`src/rtl/keyboard_pkg.sv`:
```
// keyboard_pkg
//   Shared definitions for the PS/2 keyboard front end: the scan codes the
//   decoder reacts to and the receive FSM state type.
package keyboard_pkg;

    // Prefix bytes
    localparam logic [7:0] SC_E0    = 8'hE0;
    localparam logic [7:0] SC_F0    = 8'hF0;

    // Fireboy keys (plain codes)
    localparam logic [7:0] SC_W     = 8'h1D;
    localparam logic [7:0] SC_A     = 8'h1C;
    localparam logic [7:0] SC_D     = 8'h23;

    // Watergirl keys (E0-prefixed codes)
    localparam logic [7:0] SC_UP    = 8'h75;
    localparam logic [7:0] SC_LEFT  = 8'h6B;
    localparam logic [7:0] SC_RIGHT = 8'h74;

    typedef enum logic [1:0] {
        IDLE,
        DATA,
        PARITY,
        STOP
    } rx_state_t;

endpackage

```
`src/rtl/keyboard_controls_ps2_rx.sv`:
```
// ps2_rx
//   PS/2 device-to-host frame receiver: 2-FF synchronisers on clock and data,
//   optional ps2_clk glitch filter (PS2_GLITCH_FILTER_EN), falling-edge
//   detection, 11-bit frame FSM with odd-parity / stop-bit check and an idle
//   timeout that abandons partial frames.
//
//   Ports:
//     Clk       in   system clock
//     Reset_n   in   asynchronous active-low reset
//     ps2_clk   in   raw PS/2 clock pin
//     ps2_data  in   raw PS/2 data pin
//     rx_byte   out  last good byte (held)
//     rx_valid  out  one-cycle pulse, rx_byte updated
//     rx_err    out  one-cycle pulse, start/parity/stop/timeout error
module ps2_rx
    import keyboard_pkg::*;
#(
    parameter int unsigned TIMEOUT_CYCLES = 50000
`ifdef PS2_GLITCH_FILTER_EN
    , parameter int unsigned FILTER_CYCLES = 8
`endif
) (
    input  logic       Clk,
    input  logic       Reset_n,
    input  logic       ps2_clk,
    input  logic       ps2_data,
    output logic [7:0] rx_byte,
    output logic       rx_valid,
    output logic       rx_err
);

    localparam int unsigned TW = $clog2(TIMEOUT_CYCLES + 1);
    localparam logic [TW-1:0] TMO_LAST = TW'(TIMEOUT_CYCLES - 1);

    logic [1:0] clk_sync;
    logic [1:0] data_sync;
    logic       clk_lvl;
    logic       clk_prev;
    logic       fall;
    logic       data_s;

    // Synchronisers idle high, matching an idle PS/2 bus.
    always_ff @(posedge Clk or negedge Reset_n) begin
        if (!Reset_n) begin
            clk_sync  <= '1;
            data_sync <= '1;
        end else begin
            clk_sync  <= {clk_sync[0], ps2_clk};
            data_sync <= {data_sync[0], ps2_data};
        end
    end

`ifdef PS2_GLITCH_FILTER_EN
    localparam int unsigned FW = (FILTER_CYCLES > 1) ? $clog2(FILTER_CYCLES) : 1;

    logic          clk_filt;
    logic [FW-1:0] filt_cnt;

    // Output follows the synced clock only after FILTER_CYCLES consecutive
    // samples that differ from it; any agreeing sample restarts the count.
    always_ff @(posedge Clk or negedge Reset_n) begin
        if (!Reset_n) begin
            clk_filt <= 1'b1;
            filt_cnt <= '0;
        end else if (clk_sync[1] == clk_filt) begin
            filt_cnt <= '0;
        end else if (filt_cnt == FW'(FILTER_CYCLES - 1)) begin
            clk_filt <= clk_sync[1];
            filt_cnt <= '0;
        end else begin
            filt_cnt <= filt_cnt + 1'b1;
        end
    end

    assign clk_lvl = clk_filt;
`else
    assign clk_lvl = clk_sync[1];
`endif

    always_ff @(posedge Clk or negedge Reset_n) begin
        if (!Reset_n) begin
            clk_prev <= 1'b1;
        end else begin
            clk_prev <= clk_lvl;
        end
    end

    assign fall   = clk_prev & ~clk_lvl;
    assign data_s = data_sync[1];

    rx_state_t     state;
    logic [2:0]    bit_cnt;
    logic [7:0]    shift;
    logic          par;
    logic [TW-1:0] tmo_cnt;

    always_ff @(posedge Clk or negedge Reset_n) begin
        if (!Reset_n) begin
            state    <= IDLE;
            bit_cnt  <= '0;
            shift    <= '0;
            par      <= 1'b0;
            tmo_cnt  <= '0;
            rx_byte  <= '0;
            rx_valid <= 1'b0;
            rx_err   <= 1'b0;
        end else begin
            rx_valid <= 1'b0;
            rx_err   <= 1'b0;
            if (fall) begin
                tmo_cnt <= '0;
                unique case (state)
                    IDLE: begin
                        if (!data_s) begin
                            state   <= DATA;
                            bit_cnt <= '0;
                        end
                    end
                    DATA: begin
                        shift   <= {data_s, shift[7:1]};
                        bit_cnt <= bit_cnt + 1'b1;
                        if (bit_cnt == 3'd7) begin
                            state <= PARITY;
                        end
                    end
                    PARITY: begin
                        par   <= data_s;
                        state <= STOP;
                    end
                    STOP: begin
                        // Odd parity: data bits plus parity carry an odd count of ones.
                        if (data_s && (^{shift, par})) begin
                            rx_byte  <= shift;
                            rx_valid <= 1'b1;
                        end else begin
                            rx_err <= 1'b1;
                        end
                        state <= IDLE;
                    end
                    default: state <= IDLE;
                endcase
            end else if (state != IDLE) begin
                if (tmo_cnt == TMO_LAST) begin
                    state   <= IDLE;
                    rx_err  <= 1'b1;
                    tmo_cnt <= '0;
                end else begin
                    tmo_cnt <= tmo_cnt + 1'b1;
                end
            end
        end
    end

endmodule

```
`src/rtl/keyboard_controls.sv`:
```
// keyboard_controls
//   PS/2 keyboard front end producing held-key levels for the character
//   controllers (w/a/d for Fireboy, E0-prefixed up/left/right for Watergirl).
//   Optional ps2_clk glitch filter enabled by defining PS2_GLITCH_FILTER_EN.
//
//   Ports:
//     Clk                         in   50 MHz system clock
//     Reset_n                     in   asynchronous active-low reset
//     ps2_clk, ps2_data           in   raw PS/2 pins
//     w_key, a_key, d_key         out  Fireboy held levels
//     up_key, left_key, right_key out  Watergirl held levels
//     scan_code                   out  last good byte
//     scan_valid                  out  one-cycle pulse, scan_code updated
//     frame_err                   out  one-cycle pulse, frame error
module keyboard_controls
    import keyboard_pkg::*;
#(
    parameter int unsigned TIMEOUT_CYCLES = 50000
`ifdef PS2_GLITCH_FILTER_EN
    , parameter int unsigned FILTER_CYCLES = 8
`endif
) (
    input  logic       Clk,
    input  logic       Reset_n,
    input  logic       ps2_clk,
    input  logic       ps2_data,
    output logic       w_key,
    output logic       a_key,
    output logic       d_key,
    output logic       up_key,
    output logic       left_key,
    output logic       right_key,
    output logic [7:0] scan_code,
    output logic       scan_valid,
    output logic       frame_err
);

    logic [7:0] rx_byte;
    logic       rx_valid;
    logic       rx_err;

    ps2_rx #(
        .TIMEOUT_CYCLES (TIMEOUT_CYCLES)
`ifdef PS2_GLITCH_FILTER_EN
        , .FILTER_CYCLES(FILTER_CYCLES)
`endif
    ) u_rx (
        .Clk      (Clk),
        .Reset_n  (Reset_n),
        .ps2_clk  (ps2_clk),
        .ps2_data (ps2_data),
        .rx_byte  (rx_byte),
        .rx_valid (rx_valid),
        .rx_err   (rx_err)
    );

    assign scan_code  = rx_byte;
    assign scan_valid = rx_valid;
    assign frame_err  = rx_err;

    logic ext;
    logic brk;

    always_ff @(posedge Clk or negedge Reset_n) begin
        if (!Reset_n) begin
            ext       <= 1'b0;
            brk       <= 1'b0;
            w_key     <= 1'b0;
            a_key     <= 1'b0;
            d_key     <= 1'b0;
            up_key    <= 1'b0;
            left_key  <= 1'b0;
            right_key <= 1'b0;
        end else if (rx_err) begin
            // A damaged frame may have been a prefix; drop both so the next
            // byte cannot break or extend the wrong key.
            ext <= 1'b0;
            brk <= 1'b0;
        end else if (rx_valid) begin
            if (rx_byte == SC_E0) begin
                ext <= 1'b1;
            end else if (rx_byte == SC_F0) begin
                brk <= 1'b1;
            end else begin
                if (ext) begin
                    unique case (rx_byte)
                        SC_UP:    up_key    <= ~brk;
                        SC_LEFT:  left_key  <= ~brk;
                        SC_RIGHT: right_key <= ~brk;
                        default: ;
                    endcase
                end else begin
                    unique case (rx_byte)
                        SC_W: w_key <= ~brk;
                        SC_A: a_key <= ~brk;
                        SC_D: d_key <= ~brk;
                        default: ;
                    endcase
                end
                ext <= 1'b0;
                brk <= 1'b0;
            end
        end
    end

endmodule

```
`config.mk`:
```
export PLATFORM = sky130hd
export DESIGN_NAME = keyboard_controls
export DESIGN_NICKNAME = d
export VERILOG_FILES = /design/src/rtl/keyboard_pkg.sv /design/src/rtl/keyboard_controls_ps2_rx.sv /design/src/rtl/keyboard_controls.sv
export SDC_FILE = /design/constraint.sdc
export NUM_CORES = 1
export LEC_CHECK = 0
export BUFFER_PORTS_ARGS = -buffer_cell sky130_fd_sc_hd__clkbuf_2
export CORE_AREA = 4 4 69 71
export DETAILED_ROUTE_END_ITERATION = 12
export DIE_AREA = 0 0 73 75
export GPL_ROUTABILITY_DRIVEN = 0
export GPL_TIMING_DRIVEN = 0
export PLACE_DENSITY_LB_ADDON = 0.05
export SLEW_MARGIN = 40
export SYNTH_ARGS = -nofsm -noshare
export SYNTH_HDL_FRONTEND = slang
export SYNTH_SLANG_ARGS = --single-unit
```
`constraint.sdc`:
```
create_clock -name Clk -period 4.8 [get_ports Clk]
set_clock_uncertainty 0.05 [all_clocks]
set_input_delay 0.24 -clock Clk [delete_from_list [all_inputs] [get_ports Clk]]
set_output_delay 0.24 -clock Clk [all_outputs]
set_load 0.005 [all_outputs]
```
==> results of run 1 <==
[kinds of logic after synthesis]
kind of cell | count (synthesis)
AND/OR/NAND/NOR | 78
adder cells (fa/ha/maj) | 7
flip-flops | 53
AO/OA/AOI/OAI | 41
multiplexers | 21
XOR/XNOR | 12
buffers and inverters | 14
[final timing paths]
kind	from	slack (ns)	depth (start not counted)	endpoint
worst max-delay path	u_rx.tmo_cnt[11]	2.68	4	u_rx.tmo_cnt[1]
worst min-delay path	u_rx.clk_sync[0]	0.31	0	u_rx.clk_sync[1]
worst max register to register	u_rx.tmo_cnt[11]	2.68	4	u_rx.tmo_cnt[1]
worst min register to register	u_rx.clk_sync[0]	0.31	0	u_rx.clk_sync[1]
max in group asynchronous	Reset_n	3.74	2	u_rx.tmo_cnt[4]
min in group asynchronous	Reset_n	0.48	2	d_key
[metal layers]
layer  global-route usage, %  vias up  share of wire (%)
li1                        -      881                  -
met1                    25.5      866                 51
met2                    28.2       19                 45
met3                    4.27        5                2.8
met4                    5.53        0               0.89
met5                       0        -                  0
[power groups by stage]
stage               combinational, mW  clock [mW]  sequential, mW
global placement                0.418           0           0.654
detailed placement              0.433           0           0.657
CTS                             0.436       0.255           0.648
global route                    0.484       0.272           0.664
finish                          0.431       0.246           0.647
floorplan                       0.338           0           0.629
[area by class of cell]
cell class / instances / share of cell area [%]
plain buffers: 3 / 0.443
clock buffers: 6 / 2.57
clock inverters: 2 / 0.575
inverters: 11 / 1.46
multi-input cells: 159 / 41.0
flip-flops and latches: 53 / 47.1
well taps: 52 / 2.30
repair buffers: 22 / 4.52
[Yosys cell counts, types with 4 or more instances]
library cell	count
inv_1	11
mux2_2	18
xnor2_1	10
nor3_1	6
nand4_1	5
ha_1	7
or3_1	5
nand3_1	9
nor2_1	15
dfrtp_1	48
a21oi_1	12
o31ai_1	4
dfstp_2	5
nand2_1	13
o21ai_0	13
nand2b_1	4
[per-stage QoR]
stage / cell area (sq um) / hold WS (ns)
after global placement: 2710 / 0.279
after global routing: 2830 / 0.313
after CTS: 2830 / 0.310
after detailed placement: 2710 / 0.279
after floorplan: 2540 / -0.106
final: 2830 / 0.309
[registers in the layout, indices dropped and copies added, names as in the netlist, 2 cells and up]
register	cells
u_rx.clk_sync	2
u_rx.tmo_cnt	16
u_rx.state	2
u_rx.shift	8
u_rx.bit_cnt	3
u_rx.data_sync	2
u_rx.rx_byte	8
[critical path, cell delays in order (launching register included)]
cell     delay [ns]
dfrtp_1        0.41
or4b_2         0.75
nor4_4         0.31
nor3_1         0.22
a22o_1         0.27
==> run metrics, run 1 <==
most frequent cells in the layout 48 x dfrtp_1, 18 x mux2_2, 18 x clkbuf_2; CP Data Required Time 4.95 ns; # IOs 20; vias in the first global route 1686; sequential share of power 48.8%; DRC Markers 0; HP Class flop to flop; unrepaired setup endpoints after global routing no; worst skew pair latency 0.31 ns; root buf cell clkbuf_8; area leader, netlist dfrtp_1; num rows 24; P_leak 1.30 nW; router iterations before antenna repair 4; fillcell total 319; CTS tree built; vias 1771; commonest non-fill, non-tap cell in the layout dfrtp_1; largest net degree at the start of global routing 54; clock network power share 18.6%; final worst slack 2.68 ns; Longest Clk Path Bufs 2; pre-CTS WS 2.68 ns; Initial DRC Count 66; initial antenna violation count 0; CTS clk-pin slew, worst paths 0.09 ns; Gate Count Post-Synth 226; Async S/R FF share, synth 100%; final number of hold-violating endpoints 0; register area 1330 sq um; Sw Pwr 448 uW; Post-CTS Setup Repair Bufs 0; Post-CTS Resized 0; Overall Power 1.32 mW; endpoint class of the critical path flop; post-synthesis compound-gate area fraction 10.3%; sequential area share after synthesis 52.4%; final WL 4.51 mm; xor/xnor share of the synthesized area 4.67%; gr usage total 18.2%; Syn-to-layout area delta 11.1%; non-filler cells, final 308; CP Max Fanout 7; share of cells above drive strength 1 21.5%; via-per-instance ratio 5.75; hpwl dp 3.18 mm; # H-tree levels 2; post-cts hold buffer count 3; main combinational cell family by area after synthesis simple AND/OR/NAND/NOR gates; DIE WIDTH 73 um; core box area 4230 sq um; CP Class flop to flop; Initial Utilization 60.1%; synth top area cells dfrtp_1 47%, mux2_2 8.0%, dfstp_2 5.2%; synth unique cells 43; post-synthesis simple-gate area fraction 17.9%; GR Overflow Total 0; Peak VDD IR 0.000347 V; #FFs+latches synth 53; average size of a mapped cell 11.3 sq um; Fmax 471 MHz; Antenna Violating Nets Remaining 0; Period Utilization, post-route 44.2%; slew margin rel. 48.6%; Main synth FF type dfrtp_1; combinational share of power 32.6%; Sw Ratio 33.8%; critical path arrival 2.27 ns; Post-synth EDFFs 0; Synth Area in Adders 3.44%; multi-input logic area 1160 sq um; Worst-Margin Slew 0.765 ns; crit path launch type flop; final setup TNS 0 ns; Placed Instances 297; Yosys top cell area share 47.2%; pwr/cell area 468 nW/um^2; post-synthesis mux area share 9.14%; first-pass GRT wire length 7.67 mm; syn_nets 237; Internal 876 uW; NumNets Final 266; fin crit period 2.12 ns; MaxCap Viol Count 0; cts bufs inserted 5; final core occ 66.8%; Mapped Area 2540 sq um; setup violators final 0; IO Port Bufs 19; CTS Sinks 53; routed len/inst 14.6 um; ANT cells 0; status complete, no violations; Syn. warnings 0; Final Max Slew Viols 0; chip height 75 um; die area 5480 sq um
Note: power is estimated with default switching activity, not from simulation.
==> run 2, diff against run 1 <==
- CORE_AREA: 4 4 69 71 -> 4 4 71 73
- DIE_AREA: 0 0 73 75 -> 0 0 75 77
- clock period: 4.8 -> 2 ns (I/O delays scaled with it)
==> run 2 against run 1 <==
Against the previous run:
- the run now ends with setup timing left
- wire length increased by 10%
- cell area increased by 7.0%
- final cell count increased by 3.9%
- sequential power increased by 140%
- utilization increased by 2.7 points
- critical path type unchanged
- largest cell class unchanged
- largest power group unchanged
==> run metrics, run 2 (synthesis gave the netlist of run 1 again) <==
GR Overflow Total 0 (unchanged); vias 1849 (+4.4%); CP Max Fanout 4 (-3); DIE WIDTH 75 um (+2.7%); P_leak 1.42 nW (+8.8%); largest net degree at the start of global routing 54 (unchanged); top flop regs u_rx.tmo_cnt (16), u_rx.rx_byte (8), u_rx.shift (8); most frequent cells in the layout 45 x dfrtp_1, 18 x mux2_2, 18 x clkbuf_2; first-pass GRT wire length 8.25 mm (+7.7%); pwr/cell area 1180 nW/um^2 (+150%); Initial Utilization 58.4% (-1.7 points); Peak VDD IR 0.00108 V (+210%); IO Port Bufs 19 (unchanged); max FFs per register 16 (unchanged); Syn-to-layout area delta 18.8%; die area 5780 sq um (+5.5%); slew margin rel. 52.8% (+4.2 points); worst skew pair latency 0.30 ns (about the same); # IOs 20 (unchanged); unrepaired setup endpoints after global routing yes; Longest Clk Path Bufs 2 (unchanged); CTS clk-pin slew, worst paths 0.09 ns (about the same); Reg with most FFs u_rx.tmo_cnt; CP Data Required Time 2.15 ns (-2.80 ns); hpwl dp 3.25 mm (+2.4%); MaxCap Viol Count 0 (unchanged); share of cells above drive strength 1 29.9% (+8.4 points); pre-CTS WS -0.140 ns (-2.82 ns); crit path launch type flop; CTS tree built; via-per-instance ratio 5.78 (+0.49%); DRC Markers 0 (unchanged); router iterations before antenna repair 4 (unchanged); NumNets Final 278 (+4.5%); hold_ws 0.310 ns (+0.000415 ns); Initial DRC Count 78 (+18%); chip height 77 um (+2.7%); fin crit period 2.00 ns (-0.121 ns); CP Class flop to flop; failing checks setup timing; CTS Sinks 53 (unchanged); # H-tree levels 2 (unchanged); Fmax 499 MHz (+6.0%); commonest non-fill, non-tap cell in the layout dfrtp_1; gr usage total 18.4% (+0.29 points); HP Class flop to flop; critical path arrival 2.15 ns (-0.12 ns); Period Utilization, post-route 100% (+56 points); num rows 24 (unchanged); setup violators final 1 (+1); final worst slack -0.00327 ns (-2.68 ns); vias in the first global route 1707 (+1.2%); root buf cell clkbuf_8; ANT cells 0 (unchanged); status finished, violations left; Final Max Slew Viols 0 (unchanged); endpoint class of the critical path flop; final number of hold-violating endpoints 0 (unchanged); Antenna Violating Nets Remaining 0 (unchanged); routed len/inst 15.5 um (+5.9%); Worst-Margin Slew 0.708 ns (-0.0570 ns); initial antenna violation count 0 (unchanged); cts bufs inserted 5 (unchanged); core box area 4350 sq um (+2.8%); final WL 4.96 mm (+10%)
run 2: cell types whose count changed in the layout (fill, tap and decap cells not counted), moves of 3 or more:
cell	change
dfrtp_2	+3
xnor2_1	-3
o21ai_1	+4
xnor2_2	+3
dfrtp_1	-3
buf_4	+12
o21ai_0	-4
run 2: worst max-delay path, cell delays in order (launching register included):
cell and delay, ns:
dfrtp_2 0.45, or4b_4 0.56, nor4_4 0.30, buf_4 0.19, or3_4 0.15, nor3_1 0.05, o21bai_1 0.15
run 2: final cells by class:
class,instances,area [sq um]
well taps,52,65.1
multi-input cells,160,1240
clock buffers,6,72.6
repair buffers,34,218
plain buffers,2,8.76
flip-flops and latches,53,1340
fillers,326,1330
inverters,11,41.3
clock inverters,2,38.8
run 2: worst paths after layout:
check | from | endpoint | slack, ns | cells past startpoint
worst max-delay path | u_rx.tmo_cnt[5] | u_rx.tmo_cnt[14] | -0.003 | 6
worst min-delay path | u_rx.clk_sync[0] | u_rx.clk_sync[1] | 0.31 | 0
worst max register to register | u_rx.tmo_cnt[5] | u_rx.tmo_cnt[14] | -0.003 | 6
worst min register to register | u_rx.clk_sync[0] | u_rx.clk_sync[1] | 0.31 | 0
max in group asynchronous | Reset_n | u_rx.tmo_cnt[4] | 1.04 | 2
min in group asynchronous | Reset_n | left_key | 0.35 | 2
run 2: where the power goes:
| part | internal [mW] | switching, mW |
|---|---|---|
| combinational | 0.661 | 0.621 |
| sequential | 1.30 | 0.268 |
| clock | 0.376 | 0.347 |
run 2: layer usage:
layer,vias up,routed length [um],global-route usage [%]
li1,912,-,-
met1,894,2380,26.2
met2,37,2310,27.4
met3,6,183,3.79
met4,0,81,6.94
met5,-,0,0
run 2: metrics by stage:
step	instance area, sq um	utilization [%]	cells	total power, mW	setup TNS (ns)
after global placement	2710	62.1	297	2.58	-1.39
after detailed placement	2710	62.2	297	2.61	-1.57
after CTS	2910	66.8	311	3.47	0
after floorplan	2540	-	226	2.32	0
after global routing	3020	69.4	320	3.81	-0.719
final	3020	69.4	320	3.58	-0.00327
run 2: timing repair:
action	CTS	global route
setup buffers	3	9
endpoints found under the hold margin	50	0
cloned	0	1
resized for setup	6	14
hold buffers	3	0
setup endpoints to repair	21	25
pin swaps	2	10
